<file path="config.mk">
export PLATFORM = sky130hd
export DESIGN_NAME = axi_stream_upsizer
export DESIGN_NICKNAME = d
export VERILOG_FILES = /design/src/rtl/axi_stream_upsizer_pkg.sv /design/src/rtl/axi_stream_upsizer.sv
export SDC_FILE = /design/constraint.sdc
export NUM_CORES = 1
export LEC_CHECK = 0
export ABC_CLOCK_PERIOD_IN_PS = 3700
export CORE_AREA = 2 2 339 341
export DETAILED_ROUTE_END_ITERATION = 8
export DIE_AREA = 0 0 341 343
export GPL_ROUTABILITY_DRIVEN = 0
export PLACE_DENSITY = 0.59
export REMOVE_ABC_BUFFERS = 1
export SETUP_SLACK_MARGIN = 0.02
export SLEW_MARGIN = 10
export SYNTH_ARGS = -nofsm -noshare
export SYNTH_HDL_FRONTEND = slang
export SYNTH_SLANG_ARGS = --single-unit
</file>
<file path="constraint.sdc">
create_clock -name clk -period 3.7 [get_ports clk]
set_clock_uncertainty 0.2 [all_clocks]
set_input_delay 0.37 -clock clk [delete_from_list [all_inputs] [get_ports clk]]
set_output_delay 0.37 -clock clk [all_outputs]
set_load 0.05 [all_outputs]
</file>
<file path="src/rtl/axi_stream_upsizer_pkg.sv">
// axi_stream_upsizer_pkg: shared AXI4-Stream width constants
package axi_stream_upsizer_pkg;
  localparam int AXIS_NARROW_W      = 256;
  localparam int AXIS_WIDE_W        = 512;
  localparam int AXIS_NARROW_KEEP_W = AXIS_NARROW_W / 8;
  localparam int AXIS_WIDE_KEEP_W   = AXIS_WIDE_W / 8;
endpackage

</file>
<file path="src/rtl/axi_stream_upsizer.sv">
// axi_stream_upsizer: packs pairs of 256-bit AXI4-Stream beats into 512-bit beats; odd tails are zero-padded
module axi_stream_upsizer
  import axi_stream_upsizer_pkg::*;
#(
  parameter int IN_WIDTH  = AXIS_NARROW_W,
  parameter int OUT_WIDTH = AXIS_WIDE_W
) (
  input  logic                   clk,
  input  logic                   rst_n,
  input  logic [IN_WIDTH-1:0]    in_tdata,
  input  logic [IN_WIDTH/8-1:0]  in_tkeep,
  input  logic                   in_tvalid,
  input  logic                   in_tlast,
  output logic                   in_tready,
  output logic [OUT_WIDTH-1:0]   out_tdata,
  output logic [OUT_WIDTH/8-1:0] out_tkeep,
  output logic                   out_tvalid,
  output logic                   out_tlast,
  input  logic                   out_tready
);
  typedef enum logic {EMPTY, HALF} state_t;
  if (IN_WIDTH != AXIS_NARROW_W || OUT_WIDTH != AXIS_WIDE_W) begin : g_bad_width
    $error("axi_stream_upsizer supports only 256 -> 512 bit conversion");
  end
  state_t                state;
  logic [IN_WIDTH-1:0]   half_data;
  logic [IN_WIDTH/8-1:0] half_keep;
  logic                  accept;
  assign in_tready = !out_tvalid || out_tready;
  assign accept    = in_tvalid && in_tready;
  // A completing beat is one arriving in HALF, or a tlast beat arriving in EMPTY.
  always_ff @(posedge clk) begin
    if (!rst_n) begin
      state      <= EMPTY;
      out_tvalid <= 1'b0;
      out_tdata  <= '0;
      out_tkeep  <= '0;
      out_tlast  <= 1'b0;
      half_data  <= '0;
      half_keep  <= '0;
    end else if (accept && state == EMPTY && !in_tlast) begin
      state     <= HALF;
      half_data <= in_tdata;
      half_keep <= in_tkeep;
      if (out_tready) out_tvalid <= 1'b0;
    end else if (accept) begin
      state      <= EMPTY;
      out_tvalid <= 1'b1;
      out_tdata  <= state == HALF ? {in_tdata, half_data} : {{IN_WIDTH{1'b0}}, in_tdata};
      out_tkeep  <= state == HALF ? {in_tkeep, half_keep} : {{(IN_WIDTH/8){1'b0}}, in_tkeep};
      out_tlast  <= in_tlast;
    end else if (out_tready) begin
      out_tvalid <= 1'b0;
    end
  end
endmodule

</file>
==> flow_metrics.env, run 1 <==
export IMPL_period_needed_ns=2.873
export IMPL_synthesis_instances=3253
export IMPL_syn_area_um2=33500
export IMPL_vdd_drop_max_v=0.0003361
export IMPL_layout_cells_non_filler=5523
export IMPL_outcome="completed"
export IMPL_cts_sinks=867
export IMPL_clockRootBuffer="clkbuf_16"
export IMPL_worstMarginPinSlew_ns=1.280
export IMPL_grt_pass1_vias=26880
export IMPL_dp_cells=5338
export IMPL_hold_path_end="half_data[107]"
export IMPL_synth_top_area_share_pct=51.81
export IMPL_row_count=124
export IMPL_stdcell_area_um2=46690
export IMPL_htree_levels=3
export IMPL_synth_largest_area_cell="dfxtp_1"
export IMPL_crit_path_max_fanout=9
export IMPL_syn_mean_instance_area_um2=10.30
export IMPL_holdPathStages=3
export IMPL_r2r_start="state"
export IMPL_synth_area_leaders="dfxtp_1 (52%), mux2i_1 (17%), a22o_1 (7.5%), nand2_1 (6.5%), a211oi_1 (6.5%)"
export IMPL_fillerInstances=10870
export IMPL_synth_distinct_cells=22
export IMPL_routed_wl_mm=113.8
export IMPL_slew_headroom_pct=14.64
export IMPL_seqCellArea_um2=17360
export IMPL_portBuffers=871
export IMPL_worst_setup_path_type="reg -> out"
export IMPL_synth_seq_area_share_pct=51.81
export IMPL_cts_tree="done"
export IMPL_grt_max_degree=220
export IMPL_cts_repair_resized=0
export IMPL_fmax_mhz=348.1
export IMPL_slew_viol_final=0
export IMPL_core_um2=113400
export IMPL_overflow=0
export IMPL_ant_nets=0
export IMPL_post_drt_wl_per_cell_um=20.60
export IMPL_fin_util_pct=41.17
export IMPL_hp_class="in -> reg"
export IMPL_dp_hpwl_mm=72.86
export IMPL_vias=27810
export IMPL_avgViaCountPerCell=5.035
export IMPL_p_leak_nw=18.20
export IMPL_powerDensity_nw_per_um2=528.7
export IMPL_timing_hold_ws_ns=0.1085
export IMPL_antenna_found_initial=4
export IMPL_dieHeight_um=343
export IMPL_multi_input_area_um2=14540
export IMPL_drt_first_pass_iters=5
export IMPL_timing_rr_end="out_tdata[302]"
export IMPL_clock_latency_ns=0.67
export IMPL_placed_area_um2=43310
export IMPL_rsz0062_at_grt="no"
export IMPL_hold_viol=0
export IMPL_max_cap_violations=0
export IMPL_fin_nets=4220
export IMPL_grt_pass1_wl_mm=169.6
export IMPL_syn_to_final_growth_pct=39.38
export IMPL_grtUsageTotal_pct=18.42
export IMPL_required_ns=3.13
export IMPL_hp_start="in_tdata[107]"
export IMPL_numCtsBuffers=97
export IMPL_dieArea_um2=117000
export IMPL_drive_above_1_share_pct=5.513
export IMPL_clk_pin_slew_worst_paths_ns=0.06
export IMPL_startpoint_type="flop"
export IMPL_cp_arrival_ns=2.30
export IMPL_reg2reg_slack_ns=1.22
export IMPL_ys_warn_count=0
export IMPL_dieWidth_um=341
export IMPL_ys_ff_latch=867
export IMPL_setup_viol=0
export IMPL_drcViolationCount=0
export IMPL_cts_buffer_depth=3
export IMPL_drt_iter0_drc=1399
export IMPL_final_period_utilization_pct=77.65
export IMPL_ioPinCount=872
export IMPL_initial_core_util_pct=29.54
export IMPL_tns_ns=0
export IMPL_r2r_worst_path_cells=5
export IMPL_end_kind="primary output"
critical path: stages (launching register included):
cell and delay, ns:
dfxtp_1 0.39, nand2b_4 0.27, clkdlybuf4s50_1 0.97
registers in the layout (all words and copies together) (netlist names):
signal and flops:
half_data 256, half_keep 32, out_tdata 512, out_tkeep 64, out_tlast 1, out_tvalid 1, state 1
final cells by class:
class                           count  share of cell area [%]
Antenna cell                        2                 0.01072
Clock buffer                      152                   6.289
Clock inverter                     29                  0.8977
Inverter                            1                 0.02412
Multi-Input combinational cell   2030                   31.14
Sequential cell                   867                   37.18
Tap cell                         1512                   4.052
Timing Repair Buffer              930                   20.40
Yosys cell counts:
master and count:
and4_1 1, buf_1 7, a31oi_1 289, dfxtp_1 867, clkbuf_1 211, nor3_1 1, buf_6 17, nand2b_1 1
a211oi_1 288, or2_1 1, a21oi_1 2, a22o_1 288, nand2_1 578, a41o_1 1, nor2_1 1, mux2i_1 576
buf_2 113, inv_1 1, nand3_1 1, and3_1 1, buf_4 7, a31oi_4 1
how the worst max path moves through the flow:
stage | start | endpoint | slack, ns | cells after the start
final | out_tvalid | in_tready | 0.83 | 2
after global routing | out_tvalid | in_tready | 0.74 | 2
after CTS | out_tvalid | in_tready | 0.71 | 2
after detailed placement | in_tlast | out_tdata[352] | 0.86 | 6
after global placement | in_tlast | out_tdata[324] | 0.90 | 6
after floorplan | out_tready | half_data[0] | -20.19 | 3
routing by layer:
layer / track usage (%) / share of wire, % / up-vias
li1: - / - / 13300
met1: 22.46 / 42 / 13540
met2: 30.62 / 48 / 787
met3: 5.519 / 7.1 / 178
met4: 6.746 / 3.3 / 2
met5: 0 / 0.0097 / -
cells in the final DEF (no fill, tap or decap), types with 2 or more instances in the layout:
master           Yosys  final
clkdlybuf4s50_1      0    869
dfxtp_1            867    866
nand2_1            578    578
mux2i_1            576    576
a31oi_1            289    289
a22o_1             288    288
a211oi_1           288    288
clkbuf_16            0     99
buf_4                7     29
buf_12               0     28
clkbuf_1           211     27
clkbuf_8             0     26
clkinv_2             0     11
bufinv_16            0      6
clkinvlp_4           0      5
clkinv_16            0      4
diode_2              0      2
a21oi_1              2      2
inv_6                0      2
dlygate4sd3_1        0      2
buf_8                0      2
report_power, final:
part | internal (W) | switching [W]
registers | 0.00987 | 0.000277
logic | 0.00163 | 0.00292
clock network | 0.00590 | 0.00409
total | 0.0174 | 0.00728
through the flow:
step / setup WS, ns / power [W]
floorplan: -20.19 / 0.01354
global placement: 0.8991 / 0.01488
detailed placement: 0.8632 / 0.01492
CTS: 0.7070 / 0.02500
global route: 0.7422 / 0.02566
finish: 0.8269 / 0.02469
repair_timing:
item                                   in CTS  in global routing
setup endpoints to repair                   0                  0
hold buffers                                2                  0
setup buffers                               0                  0
endpoints found under the hold margin      48                  0
kinds of logic after synthesis:
family | after synthesis | share of synthesized area (%)
AND/OR/NAND/NOR | 585 | 6.600
flip-flops | 867 | 51.81
buffers and inverters | 356 | 4.871
AO/OA/AOI/OAI | 869 | 19.50
multiplexers | 576 | 17.21
(Power assumes the default switching activity.)
==> inputs of run 2 (changes only) <==
--- a/config.mk
+++ b/config.mk
@@ -5,7 +5,7 @@
 export SDC_FILE = /design/constraint.sdc
 export NUM_CORES = 1
 export LEC_CHECK = 0
-export ABC_CLOCK_PERIOD_IN_PS = 3700
+export ABC_CLOCK_PERIOD_IN_PS = 2700
 export CORE_AREA = 2 2 339 341
 export DETAILED_ROUTE_END_ITERATION = 8
 export DIE_AREA = 0 0 341 343
==> constraint.sdc (replaced) <==
create_clock -name clk -period 2.7 [get_ports clk]
set_clock_uncertainty 0.2 [all_clocks]
set_input_delay 0.27 -clock clk [delete_from_list [all_inputs] [get_ports clk]]
set_output_delay 0.27 -clock clk [all_outputs]
set_load 0.05 [all_outputs]
==> flow_metrics.env, run 2 (synthesis gave the netlist of run 1 again) <==
export IMPL_drt_iter0_drc=1484
export IMPL_reg_top3="out_tdata: 512 flops, half_data: 256 flops, out_tkeep: 64 flops"
export IMPL_drcViolationCount=0
export IMPL_final_common_cell="clkdlybuf4s50_1"
export IMPL_grtUsageTotal_pct=18.77
export IMPL_vias=28340
export IMPL_period_needed_ns=2.585
export IMPL_grt_pass1_vias=27490
export IMPL_row_count=124
export IMPL_portBuffers=871
export IMPL_startpoint_type="flop"
export IMPL_slew_headroom_pct=27.39
export IMPL_hp_start="in_tdata[40]"
export IMPL_grt_max_degree=195
export IMPL_p_leak_nw=18.94
export IMPL_drt_first_pass_iters=7
export IMPL_regMostFlops="out_tdata"
export IMPL_hp_class="in -> reg"
export IMPL_powerDensity_nw_per_um2=700.7
export IMPL_overflow=0
export IMPL_routed_wl_mm=116.1
export IMPL_dieWidth_um=341
export IMPL_cts_buffer_depth=3
export IMPL_drive_above_1_share_pct=7.143
export IMPL_slew_viol_final=0
export IMPL_r2r_start="out_tvalid"
export IMPL_antenna_found_initial=3
export IMPL_cts_tree="done"
export IMPL_rsz0062_at_grt="no"
export IMPL_r2r_worst_path_cells=6
export IMPL_stdcell_area_um2=48140
export IMPL_timing_rr_end="out_tdata[276]"
export IMPL_largest_reg_flops=512
export IMPL_clockRootBuffer="clkbuf_16"
export IMPL_final_cell_mix="clkdlybuf4s50_1 (867), dfxtp_1 (866), nand2_1 (578)"
export IMPL_dieHeight_um=343
export IMPL_hold_path_end="half_data[40]"
export IMPL_core_um2=113400
export IMPL_dp_hpwl_mm=77.96
export IMPL_dieArea_um2=117000
export IMPL_fmax_mhz=386.9
export IMPL_syn_to_final_growth_pct=43.71
export IMPL_post_drt_wl_per_cell_um=20.47
export IMPL_numCtsBuffers=96
export IMPL_ioPinCount=872
export IMPL_avgViaCountPerCell=4.997
export IMPL_worst_setup_path_type="reg -> out"
export IMPL_setup_viol=0
export IMPL_end_kind="primary output"
export IMPL_crit_path_max_fanout=28
export IMPL_clk_pin_slew_worst_paths_ns=0.06
export IMPL_fin_nets=4376
export IMPL_hold_viol=0
export IMPL_cts_sinks=867
export IMPL_htree_levels=3
export IMPL_outcome="completed"
export IMPL_required_ns=2.23
export IMPL_cp_arrival_ns=2.11
export IMPL_final_period_utilization_pct=95.72
export IMPL_max_cap_violations=0
export IMPL_holdPathStages=3
export IMPL_initial_core_util_pct=29.54
export IMPL_grt_pass1_wl_mm=172.6
export IMPL_placed_area_um2=44250
export IMPL_worstMarginPinSlew_ns=1.089
export IMPL_vdd_drop_max_v=0.0005739
export IMPL_fin_util_pct=42.45
export IMPL_reg2reg_slack_ns=0.40
export IMPL_ant_nets=0
export IMPL_tns_ns=0
export IMPL_clock_latency_ns=0.66
[run 2: changes by cell type in the layout (fill, tap and decap cells not counted), sizes merged]
| cell | before | now |
|---|---|---|
| buf | 59 | 149 |
| clkbuf | 152 | 146 |
| clkinvlp | 5 | 2 |
| clkinv | 16 | 13 |
| dlygate4sd3 | 2 | 71 |
| clkdlybuf4s50 | 869 | 867 |
| bufinv | 6 | 7 |
| inv | 3 | 6 |
[run 2: worst max path at each step]
stage	from	end	slack [ns]	cells after the start
6_report	out_tvalid	in_tready	0.12	4
5_1_grt	out_tvalid	in_tready	0.03	4
4_1_cts	out_tvalid	in_tready	0.02	4
3_5_place_dp	out_tready	out_tkeep[23]	0.28	6
3_3_place_gp	out_tready	in_tready	0.28	5
2_1_floorplan	out_tready	half_data[0]	-21.09	3
[run 2: through the flow]
step                instances  hold slack [ns]  setup slack (ns)  total power, W
floorplan                2898           0.1957            -21.09         0.01855
global placement         5425           0.2432            0.2792         0.02060
detailed placement       5425           0.2512            0.2767         0.02065
CTS                      5670        0.0007683           0.02363         0.03413
global route             5671          0.03459           0.02754         0.03498
finish                   5672          0.05919            0.1155         0.03373
[run 2: layout make-up]
type	count	area, um^2
flip-flops and latches	867	17360
multi-input cells	2030	14540
fillers	10790	65270
repair buffers	1087	11160
well taps	1512	1892
clock buffers	146	2783
diodes	2	5.005
inverters	1	11.26
clock inverters	27	389.1
[run 2: layer usage]
layer	part of all wire, %	global-route usage [%]	vias to the layer above
li1	-	-	13610
met2	48	31.86	788
met5	0.023	0	-
met1	42	23.30	13770
met4	3.1	6.250	4
met3	6.2	4.494	171
[run 2: worst max-delay path, cell delays in order (launching register included)]
cell      delay [ns]
dfxtp_1         0.41
nand2b_4        0.22
buf_12          0.22
buf_4           0.35
buf_12          0.18
[run 2: timing repair]
action	4_1_cts	5_1_grt
hold buffers	71	0
buffers inserted	1	0
endpoints found under the hold margin	136	0
gates resized for setup	0	0
endpoints found under the setup margin	1	0
[run 2: report_power, final]
part | internal, W | total [W] | leakage, nW | switching (W)
Sequential | 0.0135 | 0.0139 | 7.09 | 0.000382
Combinational | 0.00244 | 0.00653 | 10.3 | 0.00408
Clock | 0.00780 | 0.0133 | 1.55 | 0.00549
==> inputs of run 3 (changes only) <==
--- a/config.mk
+++ b/config.mk
@@ -6,11 +6,13 @@
 export NUM_CORES = 1
 export LEC_CHECK = 0
 export ABC_CLOCK_PERIOD_IN_PS = 2700
-export CORE_AREA = 2 2 339 341
+export CELL_PAD_IN_SITES_DETAIL_PLACEMENT = 1
+export CELL_PAD_IN_SITES_GLOBAL_PLACEMENT = 1
+export CORE_AREA = 2 2 342 344
 export DETAILED_ROUTE_END_ITERATION = 8
-export DIE_AREA = 0 0 341 343
+export DIE_AREA = 0 0 344 346
 export GPL_ROUTABILITY_DRIVEN = 0
-export PLACE_DENSITY = 0.59
+export PLACE_DENSITY = 0.71
 export REMOVE_ABC_BUFFERS = 1
 export SETUP_SLACK_MARGIN = 0.02
 export SLEW_MARGIN = 10
==> flow_metrics.env, run 3 (synthesis gave the netlist of run 1 again) <==
export IMPL_fillerInstances=12630
export IMPL_numCtsBuffers=94
export IMPL_final_period_utilization_pct=93.27
export IMPL_outcome="completed"
export IMPL_htree_levels=3
export IMPL_final_cell_mix="clkdlybuf4s50_1 (867), dfxtp_1 (866), nand2_1 (578)"
export IMPL_hp_class="in -> reg"
export IMPL_ioPinCount=872
export IMPL_vias=29010
export IMPL_syn_to_final_growth_pct=43.47
export IMPL_dieHeight_um=346
export IMPL_clockRootBuffer="clkbuf_16"
export IMPL_end_kind="primary output"
export IMPL_antenna_found_initial=2
export IMPL_clock_latency_ns=0.67
export IMPL_crit_path_max_fanout=59
export IMPL_fin_nets=4357
export IMPL_row_count=125
export IMPL_cp_arrival_ns=2.05
export IMPL_fmax_mhz=397.1
export IMPL_drive_above_1_share_pct=7.157
export IMPL_routed_wl_mm=124.7
export IMPL_grt_pass1_wl_mm=187.5
export IMPL_clk_pin_slew_worst_paths_ns=0.06
export IMPL_core_um2=115400
export IMPL_slew_viol_final=0
export IMPL_period_needed_ns=2.518
export IMPL_r2r_worst_path_cells=6
export IMPL_largest_reg_flops=512
export IMPL_hold_viol=0
export IMPL_rsz0062_at_grt="no"
export IMPL_grtUsageTotal_pct=20.05
export IMPL_dieArea_um2=119000
export IMPL_drt_iter0_drc=1168
export IMPL_drt_first_pass_iters=4
export IMPL_slew_headroom_pct=33.91
export IMPL_final_common_cell="clkdlybuf4s50_1"
export IMPL_grt_pass1_vias=30090
export IMPL_setup_viol=0
export IMPL_avgViaCountPerCell=5.125
export IMPL_regMostFlops="out_tdata"
export IMPL_worstMarginPinSlew_ns=0.9914
export IMPL_grt_max_degree=147
export IMPL_vdd_drop_max_v=0.0004376
export IMPL_cts_buffer_depth=3
export IMPL_p_leak_nw=18.92
export IMPL_max_cap_violations=0
export IMPL_drcViolationCount=0
export IMPL_reg2reg_slack_ns=0.38
export IMPL_reg_top3="out_tdata: 512 flops, half_data: 256 flops, out_tkeep: 64 flops"
export IMPL_timing_hold_ws_ns=0.04599
export IMPL_portBuffers=871
export IMPL_overflow=0
export IMPL_cp_endpoint="in_tready"
export IMPL_timing_rr_end="half_keep[28]"
export IMPL_initial_core_util_pct=29.02
export IMPL_post_drt_wl_per_cell_um=22.03
export IMPL_tns_ns=0
export IMPL_crit_start="out_tvalid"
export IMPL_required_ns=2.23
export IMPL_worst_setup_path_type="reg -> out"
export IMPL_dp_hpwl_mm=84.84
export IMPL_dieWidth_um=344
export IMPL_powerDensity_nw_per_um2=708.7
export IMPL_cts_tree="done"
export IMPL_ant_nets=0
export IMPL_r2r_start="out_tvalid"
export IMPL_cts_sinks=867
export IMPL_startpoint_type="flop"
## run 3: what timing repair did
item,in CTS,in global routing
hold buffers,67,0
resized for setup,0,0
hold endpoints to repair,123,0
buffers inserted,0,0
## run 3: where the power goes
group / switching [W] / internal (W)
Sequential: 0.000397 / 0.0135
Clock: 0.00558 / 0.00798
Combinational: 0.00415 / 0.00242
## run 3: through the flow
stage               power, W  utilization (%)  setup WS, ns  cells  area (um^2)
finish               0.03406            41.64        0.1818   5661        48060
floorplan            0.01855                -        -21.09   2898        31870
detailed placement   0.02071            38.25        0.3530   5425        44150
global route         0.03532            41.64       0.09881   5660        48060
CTS                  0.03447            41.64        0.1477   5660        48060
global placement     0.02060            38.25        0.4084   5425        44150
## run 3: final cells by class
| cell class | instances | area (um^2) | area share [%] |
|---|---|---|---|
| Sequential cell | 867 | 17360 | 36.12 |
| Inverter | 1 | 11.26 | 0.02343 |
| Timing Repair Buffer | 1070 | 11000 | 22.88 |
| Antenna cell | 1 | 2.502 | 0.005207 |
| Clock inverter | 34 | 486.7 | 1.013 |
| Tap cell | 1524 | 1907 | 3.968 |
| Multi-Input combinational cell | 2030 | 14540 | 30.25 |
| Clock buffer | 134 | 2754 | 5.730 |
## run 3: worst min path at each step
stage | from | to | slack, ns | depth (start not counted)
after floorplan | in_tdata[0] | out_tdata[256] | 0.20 | 1
after global placement | half_data[25] | half_data[25] | 0.24 | 2
after detailed placement | half_data[108] | half_data[108] | 0.25 | 2
after CTS | in_tdata[238] | half_data[238] | 0.0007 | 3
after global routing | in_tdata[234] | half_data[234] | 0.02 | 3
final | in_tdata[2] | half_data[2] | 0.05 | 3
## run 3: layer usage
layer | GRT usage, % | wire [um] | vias up
li1 | - | - | 13570
met1 | 23.61 | 51440 | 14590
met4 | 6.344 | 3706 | 4
met2 | 35.42 | 61900 | 681
met5 | 0 | 23 | -
met3 | 4.935 | 7628 | 175
## run 3: critical path, cell delays in order (launching register included)
cell and delay (ns):
dfxtp_1 0.35, nand2b_4 0.19, buf_12 0.25, buf_12 0.32
buf_12 0.19
